`config.mk`:
```
export PLATFORM = sky130hd
export DESIGN_NAME = ledger_glyph_engine
export DESIGN_NICKNAME = d
export VERILOG_FILES = /design/src/rtl/ledger_glyph_pkg.sv /design/src/rtl/glyph_ram_1r1w.sv /design/src/rtl/ledger_glyph_engine.sv
export SDC_FILE = /design/constraint.sdc
export NUM_CORES = 1
export LEC_CHECK = 0
export ABC_AREA = 1
export CAP_MARGIN = 20
export CORE_MARGIN = 1
export CORE_UTILIZATION = 30
export DETAILED_ROUTE_END_ITERATION = 16
export GPL_TIMING_DRIVEN = 0
export PLACE_DENSITY = 0.44
export REMOVE_ABC_BUFFERS = 1
export SYNTH_ARGS = -nofsm -noshare
export SYNTH_HDL_FRONTEND = slang
export SYNTH_SLANG_ARGS = --single-unit
```
`constraint.sdc`:
```
create_clock -name Clk -period 3.25 [get_ports Clk]
set_input_delay 0.975 -clock Clk [delete_from_list [all_inputs] [get_ports Clk]]
set_output_delay 0.975 -clock Clk [all_outputs]
set_load 0.02 [all_outputs]
```
`src/rtl/ledger_glyph_pkg.sv`:
```
// ledger_glyph_pkg: shared state, code names and default ledger patterns
package ledger_glyph_pkg;
  typedef enum logic {INIT, IDLE} lg_state_e;
  localparam int LG_BLANK = 0;
  localparam int LG_MIDDLE = 1;
  localparam int LG_ABOVE = 2;
  localparam int LG_BELOW = 3;
  localparam int LG_MAX_W = 64;
  // Rows are either fully lit or blank, so callers truncate the all-ones word to GLYPH_W.
  function automatic logic [LG_MAX_W-1:0] default_row(int code, int row, int h);
    logic lit;
    lit = (code == LG_MIDDLE && row == h / 2) || (code == LG_ABOVE && row == 0) ||
          (code == LG_BELOW && row == h - 1);
    return lit ? '1 : '0;
  endfunction
endpackage

```
`src/rtl/glyph_ram_1r1w.sv`:
```
// glyph_ram_1r1w: one write port, one registered read-before-write read port
module glyph_ram_1r1w #(
  parameter int W = 8,
  parameter int D = 32,
  parameter int AW = $clog2(D)
) (
  input  logic          clk,
  input  logic          we,
  input  logic [AW-1:0] waddr,
  input  logic [W-1:0]  wdata,
  input  logic [AW-1:0] raddr,
  output logic [W-1:0]  rdata
);
  logic [W-1:0] mem [D];
  always_ff @(posedge clk) begin
    if (we) mem[waddr] <= wdata;
    rdata <= mem[raddr];
  end
endmodule

```
`src/rtl/ledger_glyph_engine.sv`:
```
// ledger_glyph_engine: self-initialising glyph RAM with a 2-stage per-pixel lookup
module ledger_glyph_engine
  import ledger_glyph_pkg::*;
#(
  parameter int GLYPH_W = 8,
  parameter int GLYPH_H = 8,
  parameter int NUM_CODES = 4,
  parameter int CODE_W = $clog2(NUM_CODES) + 1,
  parameter int ROW_W = $clog2(GLYPH_H),
  parameter int COL_W = $clog2(GLYPH_W)
) (
  input  logic              Clk,
  input  logic              Reset_n,
  input  logic              pix_valid_in,
  input  logic [CODE_W-1:0] code_in,
  input  logic [ROW_W-1:0]  row_in,
  input  logic [COL_W-1:0]  col_in,
  output logic              pix_valid_out,
  output logic              pix_on,
  input  logic              wr_en,
  input  logic [CODE_W-2:0] wr_code,
  input  logic [ROW_W-1:0]  wr_row,
  input  logic [GLYPH_W-1:0] wr_data,
  output logic              wr_ready,
  output logic              init_done
);
  localparam int DEPTH = NUM_CODES * GLYPH_H;
  localparam int AW = $clog2(DEPTH);
  localparam int CW = $clog2(DEPTH) + 1;
  lg_state_e state;
  logic [CW-1:0] cnt;
  logic [CODE_W-2:0] icode;
  logic [ROW_W-1:0] irow;
  logic rd_ok, we, v1, r1, pix_bit;
  logic [COL_W-1:0] c1, bidx;
  logic [AW-1:0] raddr, waddr;
  logic [GLYPH_W-1:0] wdata, rdata;
  // The RAM read is launched at issue, so a same-cycle write is not yet visible.
  always_comb begin
    rd_ok = state == IDLE && 32'(code_in) < NUM_CODES && 32'(row_in) < GLYPH_H;
    raddr = rd_ok ? AW'(32'(code_in) * GLYPH_H + 32'(row_in)) : '0;
    we = state == INIT || (wr_en && wr_ready && 32'(wr_code) < NUM_CODES && 32'(wr_row) < GLYPH_H);
    waddr = state == INIT ? cnt[AW-1:0] : AW'(32'(wr_code) * GLYPH_H + 32'(wr_row));
    wdata = state == INIT ? GLYPH_W'(default_row(int'(icode), int'(irow), GLYPH_H)) : wr_data;
    bidx = COL_W'(GLYPH_W - 1 - 32'(c1));
    pix_bit = 32'(c1) < GLYPH_W && rdata[bidx];
  end
  glyph_ram_1r1w #(.W(GLYPH_W), .D(DEPTH), .AW(AW)) u_ram (
    .clk(Clk),
    .we(we),
    .waddr(waddr),
    .wdata(wdata),
    .raddr(raddr),
    .rdata(rdata)
  );
  always_ff @(posedge Clk) begin
    if (!Reset_n) begin
      state <= INIT;
      cnt <= '0;
      icode <= '0;
      irow <= '0;
      wr_ready <= 1'b0;
      init_done <= 1'b0;
    end else begin
      init_done <= 1'b0;
      if (state == INIT) begin
        cnt <= cnt + 1'b1;
        irow <= 32'(irow) == GLYPH_H - 1 ? '0 : irow + 1'b1;
        icode <= 32'(irow) == GLYPH_H - 1 ? icode + 1'b1 : icode;
        if (32'(cnt) == DEPTH - 1) begin
          state <= IDLE;
          wr_ready <= 1'b1;
          init_done <= 1'b1;
        end
      end
    end
  end
  always_ff @(posedge Clk) begin
    if (!Reset_n) begin
      v1 <= 1'b0;
      r1 <= 1'b0;
      c1 <= '0;
      pix_valid_out <= 1'b0;
      pix_on <= 1'b0;
    end else begin
      v1 <= pix_valid_in;
      r1 <= rd_ok;
      c1 <= col_in;
      pix_valid_out <= v1;
      pix_on <= v1 && r1 && pix_bit;
    end
  end
endmodule

```
**Word level (Yosys, flattened, before mapping)**

Memory sizes are Yosys's and may differ from the RTL's. A register that Yosys moved wholly into a read port is not among the register bits.
Index checks and enable logic that the tools add are counted.

- Add/subtract/negate cells: 6
- $lt $le $gt $ge: 2
- Eq/ne operators: 7
- Muxes and demuxes: 11
- Bitwise logic cells: 2
- Reductions and logical operators: 14

Operators by type and width:

| kind | number |
|---|---|
| 2-to-1 mux 8 bit | 2 |
| adder 5 x 3 -> 5 bit | 2 |
| 2-to-1 mux 5 bit | 2 |
| logical AND 1 bit | 7 |
| adder 6 x 1 -> 6 bit, second input constant | 1 |
| == test 3 bit, second input constant | 2 |
| == test 6 x 5 -> 1 bit, second input constant | 1 |
| 2-to-1 mux 1 bit | 5 |
| == test 2 bit, second input constant | 2 |
| < comparator 3 x 4 -> 1 bit, second input constant | 1 |
| AND reduction 2 bit | 2 |
| adder 3 x 1 -> 3 bit, second input constant | 1 |
| binary-select mux 1 bit (select 3 bit) | 1 |
| == test 3 x 1 -> 1 bit, second input constant | 1 |
| logical NOT 3 bit | 1 |
| logical OR 1 bit | 3 |
| < comparator 3 bit, second input constant | 1 |
| 2-to-1 mux 3 bit | 1 |
| subtractor 3 bit, first input constant | 1 |
| adder 2 x 1 -> 2 bit, second input constant | 1 |
| == test 2 x 1 -> 1 bit, second input constant | 1 |
| inverter 1 bit | 2 |
| OR reduction 2 bit | 1 |

- Register bits: 21
- RAM bits: 256
- Logic and storage cells: 54
- Memories kept: 1

Memories:

| memory | words | bits a word | read ports | clocked after Yosys merged registers in | write ports | line | source |
|---|---|---|---|---|---|---|---|
| u_ram.mem | 32 | 8 | 1 | 1 | 1 | glyph_ram_1r1w.sv:14 | `logic [W-1:0] mem [D];` |

**Logic depth before layout (Yosys ltp)**

- Depth after elaboration: 6
- Depth in mapped cells: 12

**Hierarchy**

From an unflattened synthesis, not the netlist that was laid out.

- Cells, all modules: 1,093
- Area total of the unflattened synthesis: 11,952.7 µm²

Modules (own cells, without submodules):

| module | times used | cells each | area an instance (µm²) | sequential area each (µm²) |
|---|---|---|---|---|
| glyph_ram_1r1w | 1 | 922 | 10,786.6 | 7,847.5 |
| ledger_glyph_engine | 1 | 171 | 1,166.1 | 420.4 |

**Worst setup path before layout**

Ideal clock, no wire load.

- Path type: input port to flip-flop
- Start: input wr_code[0]
- End: memory u_ram.mem[0][0], enable pin
- Library setup time: 0.370 ns
- Arrival: 1.979 ns
- Path slack: 0.901 ns
- Stages: 6
- Cell sequence: or2_1 o21ai_1 inv_1 nor2_1 nand2_1 nor2_1

- Longest elaborated chain between the ends: 2

Ends and longest elaborated chain:

| element | line | source |
|---|---|---|
| start, declared | ledger_glyph_engine.sv:21 | `input logic [CODE_W-2:0] wr_code,` |
| adder 5 x 3 -> 5 bit | ledger_glyph_engine.sv:43 | `waddr = state == INIT ? cnt[AW-1:0] : AW'(32'(wr_code) * GLYPH_H + 32'(wr_row));` |
| 2-to-1 mux 5 bit | ledger_glyph_engine.sv:43 |  |
| end, declared | glyph_ram_1r1w.sv:14 |  |

No other way between the ends.

**Worst setup path in the final report**

- Start: input code_in[2]
- End: register u_ram.rdata[0] (read register of u_ram.mem)

- Longest elaborated chain between the ends: 3

Ends and longest elaborated chain:

| element | line | source |
|---|---|---|
| start, declared | ledger_glyph_engine.sv:15 | `input logic [CODE_W-1:0] code_in,` |
| < comparator 3 bit | ledger_glyph_engine.sv:40 | `rd_ok = state == IDLE && 32'(code_in) < NUM_CODES && 32'(row_in) < GLYPH_H;` |
| logical AND 1 bit | ledger_glyph_engine.sv:40 |  |
| 2-to-1 mux 5 bit | ledger_glyph_engine.sv:41 | `raddr = rd_ok ? AW'(32'(code_in) * GLYPH_H + 32'(row_in)) : '0;` |
| end, declared | glyph_ram_1r1w.sv:12 | `output logic [W-1:0] rdata` |

No other way between the ends.
A chain may end at the register's enable or synchronous reset.

==> impl_metrics.csv <==
group,metric,value,unit
routing,ant_nets,0,
yosys,ys_types,30,
sta,skew,0.0133,ns
yosys,synth_top_family_by_area,"simple AND/OR/NAND/NOR gates",
yosys,syn_area,12400,um^2
critical_path,cp_data_required_time,3.64,ns
critical_path,r2r-start,"state",
routing,wire_per_inst,17.9,um
grt,grt_pass1_vias,7794,
placement,hpwl,20300,um
yosys,synth-compound-area-share,2.34,%
yosys,synthFlopType,"edfxtp_1",
sta,max_freq,322,MHz
sta,relSlewSlack,35.6,%
clock_tree,cts.sinks,285,
clock_tree,cts_root_buf,"clkbuf_16",
yosys,synth_area_leaders,"edfxtp_1 (62%), nand3_1 (8.3%), nand2_1 (7.3%)",
floorplanning,die_w,205,um
yosys,synthCells,1249,
clock_tree,cts_tree,"yes",
routing,first_iter_violations,665,
yosys,synthAdderAreaFrac,0.706,%
pwr,ir_drop,277,uV
finish,areaGrowthSynthToFinish,17.2,%
floorplanning,initial_utilization,30.4,%
sta,rsz0062_at_grt,"false",
yosys,synth_top_area_share,61.9,%
placement,place_congestion,0.799,
floorplanning,pin_count,30,
critical_path,cp-end-kind,"register",
critical_path,critPathBufInv,4,
run_status,status,"completed",
yosys,synth_edf_count,256,
critical_path,worstPathMaxFanout,33,
clock_tree,h-tree-depth,2,
pwr,power_density,547,nW/um^2
sta,whs,0.443,ns
flow_run,cap_violations,0,
critical_path,r2r_cells,12,
clock_tree,clock_latency,0.51,ns
yosys,avgSynthCellArea,9.94,um^2
clock_tree,path_clk_slew,0.06,ns
critical_path,worstPathCellList,"clkdlybuf4s50_1, nor2_4, buf_12, nand2_2, buf_12, inv_4, nand3_1, nand3_1, nand2_1, nand2_1, nand2_1",
critical_path,slowest_delay,0.49,ns
placement,postPlaceCellArea,13500,um^2
critical_path,path_common_cell,"nand2_1",
min_path,hold_depth,2,
grt,grt_overflow,0,
routing,drc,0,
critical_path,criticalPathCategory,"input port to register",
finish,final_area,14500,um^2
critical_path,slowest_stage,"clkdlybuf4s50_1",
finish,final_net_count,1306,
yosys,ys_ff_latch,285,
yosys,synthTopCellsByCount,"edfxtp_1 (256), nand2_1 (241), nand3_1 (206), inv_1 (192), nor2_1 (181)",
routing,drt_pass1_iterations,5,
yosys,synthMuxAreaShare,0,%
sta,finalSetupViolations,0,
yosys,ys_seq_area_share,66.6,%
floorplanning,die-area,42200,um^2
sta,finalHoldViolations,0,
placement,portBuffers,29,
critical_path,reg2reg_slack,0.26,ns
floorplanning,core,40800,um^2
clock_tree,postCtsSetupRepairBufs,0,
pwr,p_leak,0.00593,uW
sta,layout_min_cycle_time,3.11,ns
grt,grt_max_degree,69,
critical_path,rr_endpoint,"u_ram.rdata[0]",
yosys,synth_area_leader_cell,"edfxtp_1",
min_path,hold_class,"register to register",
yosys,synthArstFlopShare,0,%
routing,via_per_inst,4.50,
finish,layout-drive-gt1-share,5.55,%
yosys,synth_simple_gate_area_share,22.0,%
critical_path,cpLargestDelayFamily,"buffers and inverters",
clock_tree,cts_made_buffers,34,
floorplanning,die_h,205,um
critical_path,cp_data_arrival_time,3.50,ns
clock_tree,cts_buffer_depth,3,
floorplanning,rows,74,
finish,final_core_util,35.6,%
sta,final_max_slew_viol_count,0,
sta,worst_slew_pin_slew,0.963,ns
sta,post-route-period-util,95.6,%
finish,antenna_cells,0,
finish,seqCellArea,8270,um^2
yosys,yosys.cell_count.top_type,"edfxtp_1",
critical_path,critical_path.startpoint_type,"input port",
grt,gr-usage-all-layers,15.7,%
grt,grt_pass1_wl,48700,um
min_path,hp-start,"r1",
finish,multi_input_area,3160,um^2
routing,wl,32700,um
yosys,yosys_warnings,0,
min_path,hold_path_end,"pix_on",
routing,routed-via-count,8223,
grt,antenna_found_initial,0,
finish,nFillCells,4074,
yosys,synth_xor_area_share,0.0706,%
cells by family after synthesis:
kind of cell | Yosys count
adders and majority gates | 7
DFF | 285
and+or+nand+nor | 645
xor gates and xnor gates | 1
AOI/OAI and AO/OA | 54
buffers and inverters | 257
state kept, by name, summed over array words and instances (netlist names), 2 cells and up:
| signal | flops |
|---|---|
| c1 | 3 |
| cnt | 6 |
| icode | 2 |
| irow | 3 |
| u_ram.mem | 256 |
| u_ram.rdata | 8 |
cell usage in the layout (no fill, tap or decap), types with 3 or more instances in the layout:
cell / instances
ha_1: 7
o21ai_0: 29
o21ai_1: 7
a21oi_1: 11
nand3_2: 3
inv_2: 3
nor3_1: 4
nand3_1: 205
clkbuf_1: 15
dfxtp_1: 28
edfxtp_1: 256
nand2_1: 240
clkinv_1: 3
inv_1: 192
nand4_1: 8
buf_16: 9
clkbuf_16: 35
nor2_1: 181
buf_12: 6
clkdlybuf4s50_1: 28
per-stage QoR:
stage / setup slack [ns] / power [uW] / std cells / TNS (ns)
global placement: -7.50 / 4450 / 1750 / -186.21
floorplan: -1.02 / 4290 / 1189 / -8.15
detailed placement: -0.857 / 4480 / 1766 / -30.59
finish: 0.142 / 7950 / 1829 / 0
global route: 0.0393 / 8220 / 1829 / 0
CTS: 0.0906 / 8030 / 1827 / 0
cell type report:
cell class	instances	share of cell area, %
clock inverter	8	0.465
inverter	197	5.14
timing repair buffer	45	4.61
tap	532	4.58
multi-input combinational	710	21.8
sequential	285	56.9
clock buffer	52	6.60
routing by layer:
| metal | GRT usage (%) | up-vias | part of all wire [%] |
|---|---|---|---|
| met3 | 2.71 | 46 | 3.9 |
| met4 | 4.44 | 0 | 2.2 |
| met2 | 26.2 | 133 | 49 |
| li1 | - | 4149 | - |
| met1 | 20.9 | 3895 | 45 |
| met5 | 0 | - | 0 |
worst max-delay path by stage:
| stage | startpoint | end | depth (start not counted) |
|---|---|---|---|
| floorplan | state | u_ram.rdata[0] | 7 |
| global placement | row_in[0] | u_ram.rdata[2] | 10 |
| detailed placement | code_in[2] | u_ram.rdata[0] | 12 |
| CTS | state | u_ram.rdata[0] | 12 |
| global route | code_in[2] | u_ram.rdata[7] | 11 |
| finish | code_in[2] | u_ram.rdata[0] | 11 |
worst min-delay path: cells and delay by family, from the launching register on:
kind / cells / cell delay, ns
flops: 1 / 0.30
simple gates: 2 / 0.11
report_power, final:
group	switching [uW]	internal (uW)	total (uW)
Sequential	19.4	4060	4080
Combinational	220	103	324
Clock	1440	2110	3550
timing repair:
item	4_1_cts	5_1_grt
pin swaps	1	2
resized for setup	3	1
setup endpoints to repair	8	13
cloned	1	2
hold buffers	0	0
Note: power is estimated with default switching activity, not from simulation.
